[src/rtl/traffic_pkg.sv]
// traffic_pkg: shared state encoding, lamp bundle and lamp decode for the
// parametrised two-way intersection controller.
//   state_t      : 3-bit phase encoding (also exported on the debug port)
//   lamps_t      : one bit per lamp driver
//   decode_lamps : Moore decode of a phase (plus flash blink) into lamps
package traffic_pkg;

  typedef enum logic [2:0] {
    NS_G  = 3'd0,
    NS_Y  = 3'd1,
    AR_EW = 3'd2,
    EW_G  = 3'd3,
    EW_Y  = 3'd4,
    AR_NS = 3'd5,
    WALK  = 3'd6,
    FLASH = 3'd7
  } state_t;

  typedef struct packed {
    logic ns_g;
    logic ns_y;
    logic ns_r;
    logic ew_g;
    logic ew_y;
    logic ew_r;
    logic walk;
  } lamps_t;

  function automatic lamps_t decode_lamps(input state_t s, input logic blink);
    lamps_t l;
    l = '0;
    case (s)
      NS_G:    begin l.ns_g = 1'b1; l.ew_r = 1'b1; end
      NS_Y:    begin l.ns_y = 1'b1; l.ew_r = 1'b1; end
      EW_G:    begin l.ew_g = 1'b1; l.ns_r = 1'b1; end
      EW_Y:    begin l.ew_y = 1'b1; l.ns_r = 1'b1; end
      AR_EW,
      AR_NS:   begin l.ns_r = 1'b1; l.ew_r = 1'b1; end
      WALK:    begin l.ns_r = 1'b1; l.ew_r = 1'b1; l.walk = 1'b1; end
      FLASH:   begin l.ns_y = blink; l.ew_y = blink; end
      default: l = '0;
    endcase
    return l;
  endfunction

endpackage

[src/rtl/phase_timer.sv]
// phase_timer: tick counter for the current phase.
//   clk, rst : clock, synchronous active-high reset
//   tick     : timebase strobe; each clk with tick=1 counts once
//   clr      : restart counting from 0 (asserted on every phase change)
//   dur      : phase length in ticks (1 .. 2^CNT_W)
//   done     : tick that completes the phase (tick & cnt == dur-1)
module phase_timer #(
  parameter int CNT_W = 8
) (
  input  logic           clk,
  input  logic           rst,
  input  logic           tick,
  input  logic           clr,
  input  logic [CNT_W:0] dur,
  output logic           done
);

  logic [CNT_W-1:0] cnt;
  logic [CNT_W:0]   last;

  // dur is one bit wider so that 2^CNT_W is representable; dur-1 then
  // always fits in cnt.
  assign last = dur - 1'b1;
  assign done = tick && ({1'b0, cnt} == last);

  // Wrapping on done only matters in phases that ignore expiry (FLASH);
  // everywhere else clr restarts the count in the same cycle anyway.
  always_ff @(posedge clk) begin
    if (rst || clr)  cnt <= '0;
    else if (tick)   cnt <= done ? '0 : cnt + 1'b1;
  end

endmodule

[src/rtl/traffic_light_param.sv]
// traffic_light_param: NS/EW intersection controller with parametrised
// phase lengths, latched pedestrian WALK insertion and night flash mode.
//   clk, rst          : clock, synchronous active-high reset
//   tick              : timebase strobe from the board prescaler
//   ped_req           : pedestrian button (pulse or level), latched
//   flash_en          : night flash request, honoured in all-red phases
//   ns_g/ns_y/ns_r    : north-south lamps (registered)
//   ew_g/ew_y/ew_r    : east-west lamps (registered)
//   ped_walk          : walk lamp (registered)
//   phase             : current state encoding, debug
module traffic_light_param
  import traffic_pkg::*;
#(
  parameter int G_TICKS    = 5,
  parameter int Y_TICKS    = 2,
  parameter int AR_TICKS   = 1,
  parameter int WALK_TICKS = 3,
  parameter int CNT_W      = 8
) (
  input  logic       clk,
  input  logic       rst,
  input  logic       tick,
  input  logic       ped_req,
  input  logic       flash_en,
  output logic       ns_g,
  output logic       ns_y,
  output logic       ns_r,
  output logic       ew_g,
  output logic       ew_y,
  output logic       ew_r,
  output logic       ped_walk,
  output logic [2:0] phase
);

  localparam logic [CNT_W:0] G_D  = (CNT_W+1)'(G_TICKS);
  localparam logic [CNT_W:0] Y_D  = (CNT_W+1)'(Y_TICKS);
  localparam logic [CNT_W:0] AR_D = (CNT_W+1)'(AR_TICKS);
  localparam logic [CNT_W:0] WK_D = (CNT_W+1)'(WALK_TICKS);

  state_t         state, state_nxt;
  logic           ped_pend, next_ew, blink;
  logic           next_ew_nxt, blink_nxt;
  logic           ped_any, done, clr;
  logic [CNT_W:0] dur;
  lamps_t         lamps;

  always_comb begin
    case (state)
      NS_G, EW_G:   dur = G_D;
      NS_Y, EW_Y:   dur = Y_D;
      AR_EW, AR_NS: dur = AR_D;
      WALK:         dur = WK_D;
      default:      dur = (CNT_W+1)'(1);
    endcase
  end

  phase_timer #(.CNT_W(CNT_W)) u_timer (
    .clk  (clk),
    .rst  (rst),
    .tick (tick),
    .clr  (clr),
    .dur  (dur),
    .done (done)
  );

  // A press on the very edge the yellow expires still counts.
  assign ped_any = ped_pend | ped_req;

  always_comb begin
    state_nxt   = state;
    next_ew_nxt = next_ew;
    blink_nxt   = blink;
    if (tick) begin
      case (state)
        NS_G: if (done) state_nxt = NS_Y;
        NS_Y: if (done) begin
          if (ped_any) begin state_nxt = WALK; next_ew_nxt = 1'b1; end
          else           state_nxt = AR_EW;
        end
        AR_EW: begin
          // Flash preempts the clearance regardless of how far it has run.
          if (flash_en)  begin state_nxt = FLASH; blink_nxt = 1'b1; end
          else if (done) state_nxt = EW_G;
        end
        EW_G: if (done) state_nxt = EW_Y;
        EW_Y: if (done) begin
          if (ped_any) begin state_nxt = WALK; next_ew_nxt = 1'b0; end
          else           state_nxt = AR_NS;
        end
        AR_NS: begin
          if (flash_en)  begin state_nxt = FLASH; blink_nxt = 1'b1; end
          else if (done) state_nxt = NS_G;
        end
        WALK: if (done) state_nxt = next_ew ? AR_EW : AR_NS;
        FLASH: begin
          if (!flash_en) state_nxt = AR_NS;
          else           blink_nxt = ~blink;
        end
        default: state_nxt = NS_G;
      endcase
    end
  end

  // Every transition changes state, so a change is exactly a phase entry.
  assign clr = (state_nxt != state);

  // Lamps are decoded from the next state so they are registered alongside
  // it and change on the same edge, without an extra cycle of latency.
  always_ff @(posedge clk) begin
    if (rst) begin
      state    <= NS_G;
      ped_pend <= 1'b0;
      next_ew  <= 1'b0;
      blink    <= 1'b0;
      lamps    <= decode_lamps(NS_G, 1'b0);
    end else begin
      state    <= state_nxt;
      next_ew  <= next_ew_nxt;
      blink    <= blink_nxt;
      lamps    <= decode_lamps(state_nxt, blink_nxt);
      // WALK entry consumes the request; later presses latch for next time.
      if (state_nxt == WALK && state != WALK) ped_pend <= 1'b0;
      else if (ped_req)                       ped_pend <= 1'b1;
    end
  end

  assign ns_g     = lamps.ns_g;
  assign ns_y     = lamps.ns_y;
  assign ns_r     = lamps.ns_r;
  assign ew_g     = lamps.ew_g;
  assign ew_y     = lamps.ew_y;
  assign ew_r     = lamps.ew_r;
  assign ped_walk = lamps.walk;
  assign phase    = state;

endmodule

[config.mk]
export PLATFORM = sky130hd
export DESIGN_NAME = traffic_light_param
export DESIGN_NICKNAME = d
export VERILOG_FILES = /design/src/rtl/traffic_pkg.sv /design/src/rtl/phase_timer.sv /design/src/rtl/traffic_light_param.sv
export SDC_FILE = /design/constraint.sdc
export NUM_CORES = 1
export LEC_CHECK = 0
export CAP_MARGIN = 20
export CORE_MARGIN = 3
export CORE_UTILIZATION = 55
export CTS_BUF_LIST = sky130_fd_sc_hd__clkbuf_8 sky130_fd_sc_hd__clkbuf_16
export DETAILED_ROUTE_END_ITERATION = 6
export PLACE_DENSITY_LB_ADDON = 0.3
export SETUP_SLACK_MARGIN = 0.02
export SYNTH_ARGS = -nofsm -noshare
export SYNTH_HDL_FRONTEND = slang
export SYNTH_SLANG_ARGS = --single-unit
[constraint.sdc]
create_clock -name clk -period 3.5 [get_ports clk]
set_input_delay 0.35 -clock clk [delete_from_list [all_inputs] [get_ports clk]]
set_output_delay 0.35 -clock clk [all_outputs]
set_load 0.01 [all_outputs]
==> results of run 1 <==
per-layer routing:
layer  GRT usage, %  vias to the layer above  share of wire (%)
met3           7.01                       10                7.6
li1               -                      672                  -
met4           9.60                        0                2.7
met1           29.2                      651                 41
met5              0                        -                  0
met2           39.2                       61                 48
worst paths after layout:
path / startpoint / endpoint / slack, ns / depth (start not counted)
worst min register to register: u_timer.cnt[7] / u_timer.cnt[7] / 0.56 / 2
worst max-delay path: phase[2] / u_timer.cnt[2] / 0.42 / 7
worst min-delay path: u_timer.cnt[7] / u_timer.cnt[7] / 0.56 / 2
worst max register to register: phase[2] / u_timer.cnt[2] / 0.42 / 7
worst min-delay path, cell delays in order (launching register included):
cell     delay (ns)
dfxtp_1        0.37
xor2_1         0.08
nor2_1         0.08
area by class of cell:
cell class | count | area, µm² | share of cell area (%)
Clock buffer | 3 | 41.3 | 2.55
Multi-Input combinational cell | 134 | 900 | 55.6
Timing Repair Buffer | 18 | 170 | 10.5
Inverter | 12 | 45.0 | 2.78
Tap cell | 28 | 35.0 | 2.16
Clock inverter | 1 | 7.51 | 0.464
Sequential cell | 21 | 420 | 26.0
cells in the mapped netlist, drive strengths merged (3+ instances only):
library cell   n  share of area (%)
nor2          26                6.8
dfxtp         21                 29
nand2         14                3.7
inv           12                3.1
a21oi          8                2.8
xor2           8                4.9
buf            7                3.4
nor3           6                2.9
o21ai          6                2.1
clkbuf         5                1.3
nand3          5                1.7
a211oi         4                3.3
and3           3                1.3
nand2b         3                1.3
nand4          3                1.3
nor4b          3                1.8
o22a           3                1.8
cell families (layout without fill, tap and decap cells):
group	count (synthesis)	after routing
buffers and inverters	24	34
DFF	21	21
muxes	2	2
AOI/OAI and AO/OA	47	47
xor gates and xnor gates	10	10
adders and majority gates	2	2
and+or+nand+nor	73	73
per-stage QoR:
step | hold WS, ns | utilization (%) | std cells | power (mW) | cell area, µm²
floorplan | 0.480 | - | 179 | 0.288 | 1430
global placement | 0.504 | 67.1 | 213 | 0.299 | 1570
detailed placement | 0.541 | 67.1 | 213 | 0.301 | 1570
CTS | 0.560 | 69.2 | 217 | 0.465 | 1620
global route | 0.601 | 69.2 | 217 | 0.477 | 1620
finish | 0.563 | 69.2 | 217 | 0.464 | 1620
power by group through the flow:
| stage | registers (mW) | clock network (mW) | logic (mW) |
|---|---|---|---|
| after floorplan | 0.251 | 0 | 0.0372 |
| after global placement | 0.256 | 0 | 0.0431 |
| after detailed placement | 0.256 | 0 | 0.0446 |
| after CTS | 0.251 | 0.170 | 0.0449 |
| after global routing | 0.252 | 0.176 | 0.0499 |
| final | 0.251 | 0.168 | 0.0453 |
==> impl_metrics.yaml, run 1 <==
place:
  hpwlAfterDp_mm: 2.81
  io_buffers: 14
  dp_slack_ns: 0.426
  globalplace.congestion: 0.957
cells_and_area:
  drive_gt1_share_pct: 8.47
  nNetsFinal: 197
  fill_cells: 188
  n_antenna_cell: 0
  syn2layout_area_growth_pct: 13.0
  mostFrequentLayoutCell: "nor2_1"
  top_register: "u_timer.cnt"
  largest_reg_flops: 8
  final_cell_mix: "26 x nor2_1, 21 x dfxtp_1, 14 x nand2_1, 14 x clkdlybuf4s50_1, 12 x inv_1"
clocking:
  cts_resized: 0
  cts_tree: "done"
  cts_root_buf: "clkbuf_8"
  hold_buffers: 0
  path_clk_slew_ns: 0.08
  clockBufferDepth: 2
  h-tree-depth: 1
  cts_buffers: 3
  clk_latency_ns: 0.27
  clock_sinks: 21
  post_cts_buffers: 0
critical_path:
  crit_slowest_cell: "or4b_1"
  startpoint_type: "register"
  cp_cell_sequence: "xor2_1 -> a22o_1 -> o211ai_1 -> a21boi_0 -> a311oi_1 -> or4b_1 -> nor3_4"
  end_kind: "register"
  crit_buf_inv: 0
  worst_ep_arrival_time_ns: 3.28
  crit_family: "simple AND/OR/NAND/NOR gates"
  cpPeakStageDelay_ns: 0.73
  crit_type: "register to register"
  critical_path.max_fanout: 19
  cp.required_ns: 3.70
logic_synthesis:
  ys_warn_count: 0
  synth_seq_cells: 21
  synth-xor-area-share_pct: 6.11
  yosysSeqAreaShare_pct: 29.3
  async_reset_ff_share_pct: 0
  synth_top_family_by_area: "compound AO/OA/AOI/OAI gates"
  synth_cell_types: 55
  synth_area_um2: 1430
  synthesis.nets: 186
  post_synth_and_or_nand_nor_area_fraction_pct: 26.1
  synthMuxAreaShare_pct: 1.48
  syn_inst: 179
  synth-compound-area-share_pct: 27.3
  synth_edf_count: 0
  synth_area_per_cell_um2: 8.00
  synthFlopType: "dfxtp_1"
  synth_adder_area_share_pct: 1.75
sta:
  setup_viol: 0
  slew_headroom_pct: 58.4
  setup_ws_ns: 0.424
  tightest_slew_ns: 0.623
  grt_setup_unrepaired: "no"
  drv_slew: 0
  fmax_mhz: 325
  tns_ns: 0
  fin_crit_ns: 3.08
  hold_violations: 0
  clock_skew_ns: 0.00529
  period_share_pct: 87.9
global_routing:
  grt_pass1_vias: 1314
  grt_start_max_net_pins: 20
  overflow: 0
  grtUsageTotal_pct: 23.9
  antenna_found_initial: 0
  grt_pass1_wl_mm: 6.13
power_and_ir_drop:
  net-switching-power_mw: 0.121
  intPower_mw: 0.343
  seqPwrFrac_pct: 54.1
  p_leak_nw: 0.610
  comb_power_share_pct: 9.8
  ir_drop_mv: 0.485
  swShare_pct: 26.2
  pwr-share-clk_pct: 36.2
  power_per_cell_area_nw_per_um2: 287
floorplan:
  rows: 17
  die_h_um: 57.0
  ioPinCount: 15
  initial_core_util_pct: 61.2
  core-area_um2: 2340
  fp.dieW_um: 57.0
  die-area_um2: 3250
route:
  dr.pass1.iters: 4
  routed-via-count: 1394
  dr.first_iter.drc_count: 76
  ant_nets: 0
  drc: 0
  via_per_inst: 6.42
  post_drt_wl_per_cell_um: 16.9
  routed_wl_mm: 3.67
min_path:
  hold_class: "register to register"
outcome:
  outcome: "finished clean"
run:
  max_cap_violations: 0
(Power assumes the default switching activity.)
==> inputs of run 2 (changes only) <==
- CORE_UTILIZATION: 55 -> 56
==> run 2 against run 1 <==
Net effect:
- register-to-register slack improved by 0.095 ns
- final cell count unchanged
- sequential share of layout area hardly changed
- wire length shrank 7.6%
- highest routed layer unchanged
- non-clock buffer count unchanged
- largest power group unchanged
- sequential cell count unchanged
- first-iteration DRC count fell by 29%
- hold slack lost 0.028 ns
- core utilization up 0.53 points
- count of clock-buffer cells in the layout unchanged
- sequential power about the same
==> impl_metrics.yaml, run 2 (synthesis results as in run 1) <==
clocking:
  hold_buffers: 0
  cts_buffers: 3
  h-tree-depth: 1
  post_cts_buffers: 0
  path_clk_slew_ns: 0.08
  cts_resized: 0
  cts_tree: "done"
  cts_root_buf: "clkbuf_8"
  clockBufferDepth: 2
  clk_latency_ns: 0.26
  clock_sinks: 21
global_routing:
  antenna_found_initial: 0
  grt_pass1_wl_mm: 5.89
  overflow: 0
  grt_start_max_net_pins: 20
  grt_pass1_vias: 1274
  grtUsageTotal_pct: 22.8
cells_and_area:
  drive_gt1_share_pct: 8.47
  mostFrequentLayoutCell: "nor2_1"
  n_antenna_cell: 0
  largest_reg_flops: 8
  fin_util_pct: 69.7
  top_register: "u_timer.cnt"
  final_cell_mix: "26 x nor2_1, 21 x dfxtp_1, 14 x nand2_1, 14 x clkdlybuf4s50_1, 12 x inv_1"
  design_area_um2: 1620
  syn2layout_area_growth_pct: 12.8
  nNetsFinal: 197
critical_path:
  end_kind: "register"
  cp.required_ns: 3.70
  startpoint_type: "register"
  crit_type: "register to register"
  critical_path.max_fanout: 19
  worst_ep_arrival_time_ns: 3.18
power_and_ir_drop:
  ir_drop_mv: 0.407
  p_leak_nw: 0.614
  power_per_cell_area_nw_per_um2: 282
route:
  via_per_inst: 6.41
  ant_nets: 0
  dr.first_iter.drc_count: 54
  routed-via-count: 1390
  drc: 0
  post_drt_wl_per_cell_um: 15.6
  dr.pass1.iters: 4
  routed_wl_mm: 3.39
sta:
  grt_setup_unrepaired: "no"
  period_share_pct: 85.2
  fin_crit_ns: 2.98
  drv_slew: 0
  clock_skew_ns: 0.00399
  setup_viol: 0
  slew_headroom_pct: 58.9
  tns_ns: 0
  setup_ws_ns: 0.519
  hold_violations: 0
  tightest_slew_ns: 0.616
  fmax_mhz: 335
place:
  io_buffers: 14
  dp_slack_ns: 0.464
  placed_cell_area_um2: 1570
  globalplace.congestion: 0.968
  hpwlAfterDp_mm: 2.64
floorplan:
  fp.dieW_um: 56.6
  initial_core_util_pct: 61.8
  die-area_um2: 3200
  die_h_um: 56.6
  ioPinCount: 15
  core-area_um2: 2320
  rows: 17
min_path:
  hold_class: "register to register"
run:
  max_cap_violations: 0
outcome:
  outcome: "finished clean"
## run 2: cell count changes in the layout (fill, tap and decap cells not counted)
cell        change
clkinv_2        +1
clkinvlp_4      -1
## run 2: stage by stage
stage	total power, mW	cells	hold slack (ns)
6_report	0.456	217	0.534
5_1_grt	0.476	217	0.580
4_1_cts	0.458	217	0.539
3_5_place_dp	0.300	213	0.519
3_3_place_gp	0.299	213	0.507
2_1_floorplan	0.288	179	0.480
## run 2: worst paths after layout
kind | from | to | slack [ns] | depth (start not counted)
worst max register to register | phase[2] | u_timer.cnt[2] | 0.52 | 7
worst min-delay path | u_timer.cnt[7] | u_timer.cnt[7] | 0.53 | 2
worst max-delay path | phase[2] | u_timer.cnt[2] | 0.52 | 7
worst min register to register | u_timer.cnt[7] | u_timer.cnt[7] | 0.53 | 2
## run 2: routing by layer
metal	vias up	GRT usage, %	routed length, µm
met1	618	29.4	1370
met3	18	4.37	326
met4	0	5.42	123
met2	85	38.6	1570
met5	-	0	0
li1	669	-	-
## run 2: worst max-delay path: stages, from the launching register on
cell	delay (ns)
dfxtp_1	0.72
xor2_1	0.45
a22o_1	0.27
o211ai_1	0.14
a21boi_0	0.28
a311oi_1	0.12
or4b_1	0.72
nor3_4	0.20
## run 2: power breakdown
group	switching, mW	total, mW	internal [mW]	leakage [nW]
Clock	0.0815	0.161	0.0794	0.0255
Combinational	0.0260	0.0451	0.0191	0.418
Sequential	0.00735	0.250	0.243	0.170
## run 2: area by class of cell
cell class | count | area [µm²]
multi-input cells | 134 | 900
fillers | 199 | 702
flip-flops and latches | 21 | 420
repair buffers | 18 | 170
inverters | 12 | 45.0
clock buffers | 3 | 41.3
well taps | 28 | 35.0
clock inverters | 1 | 5.00
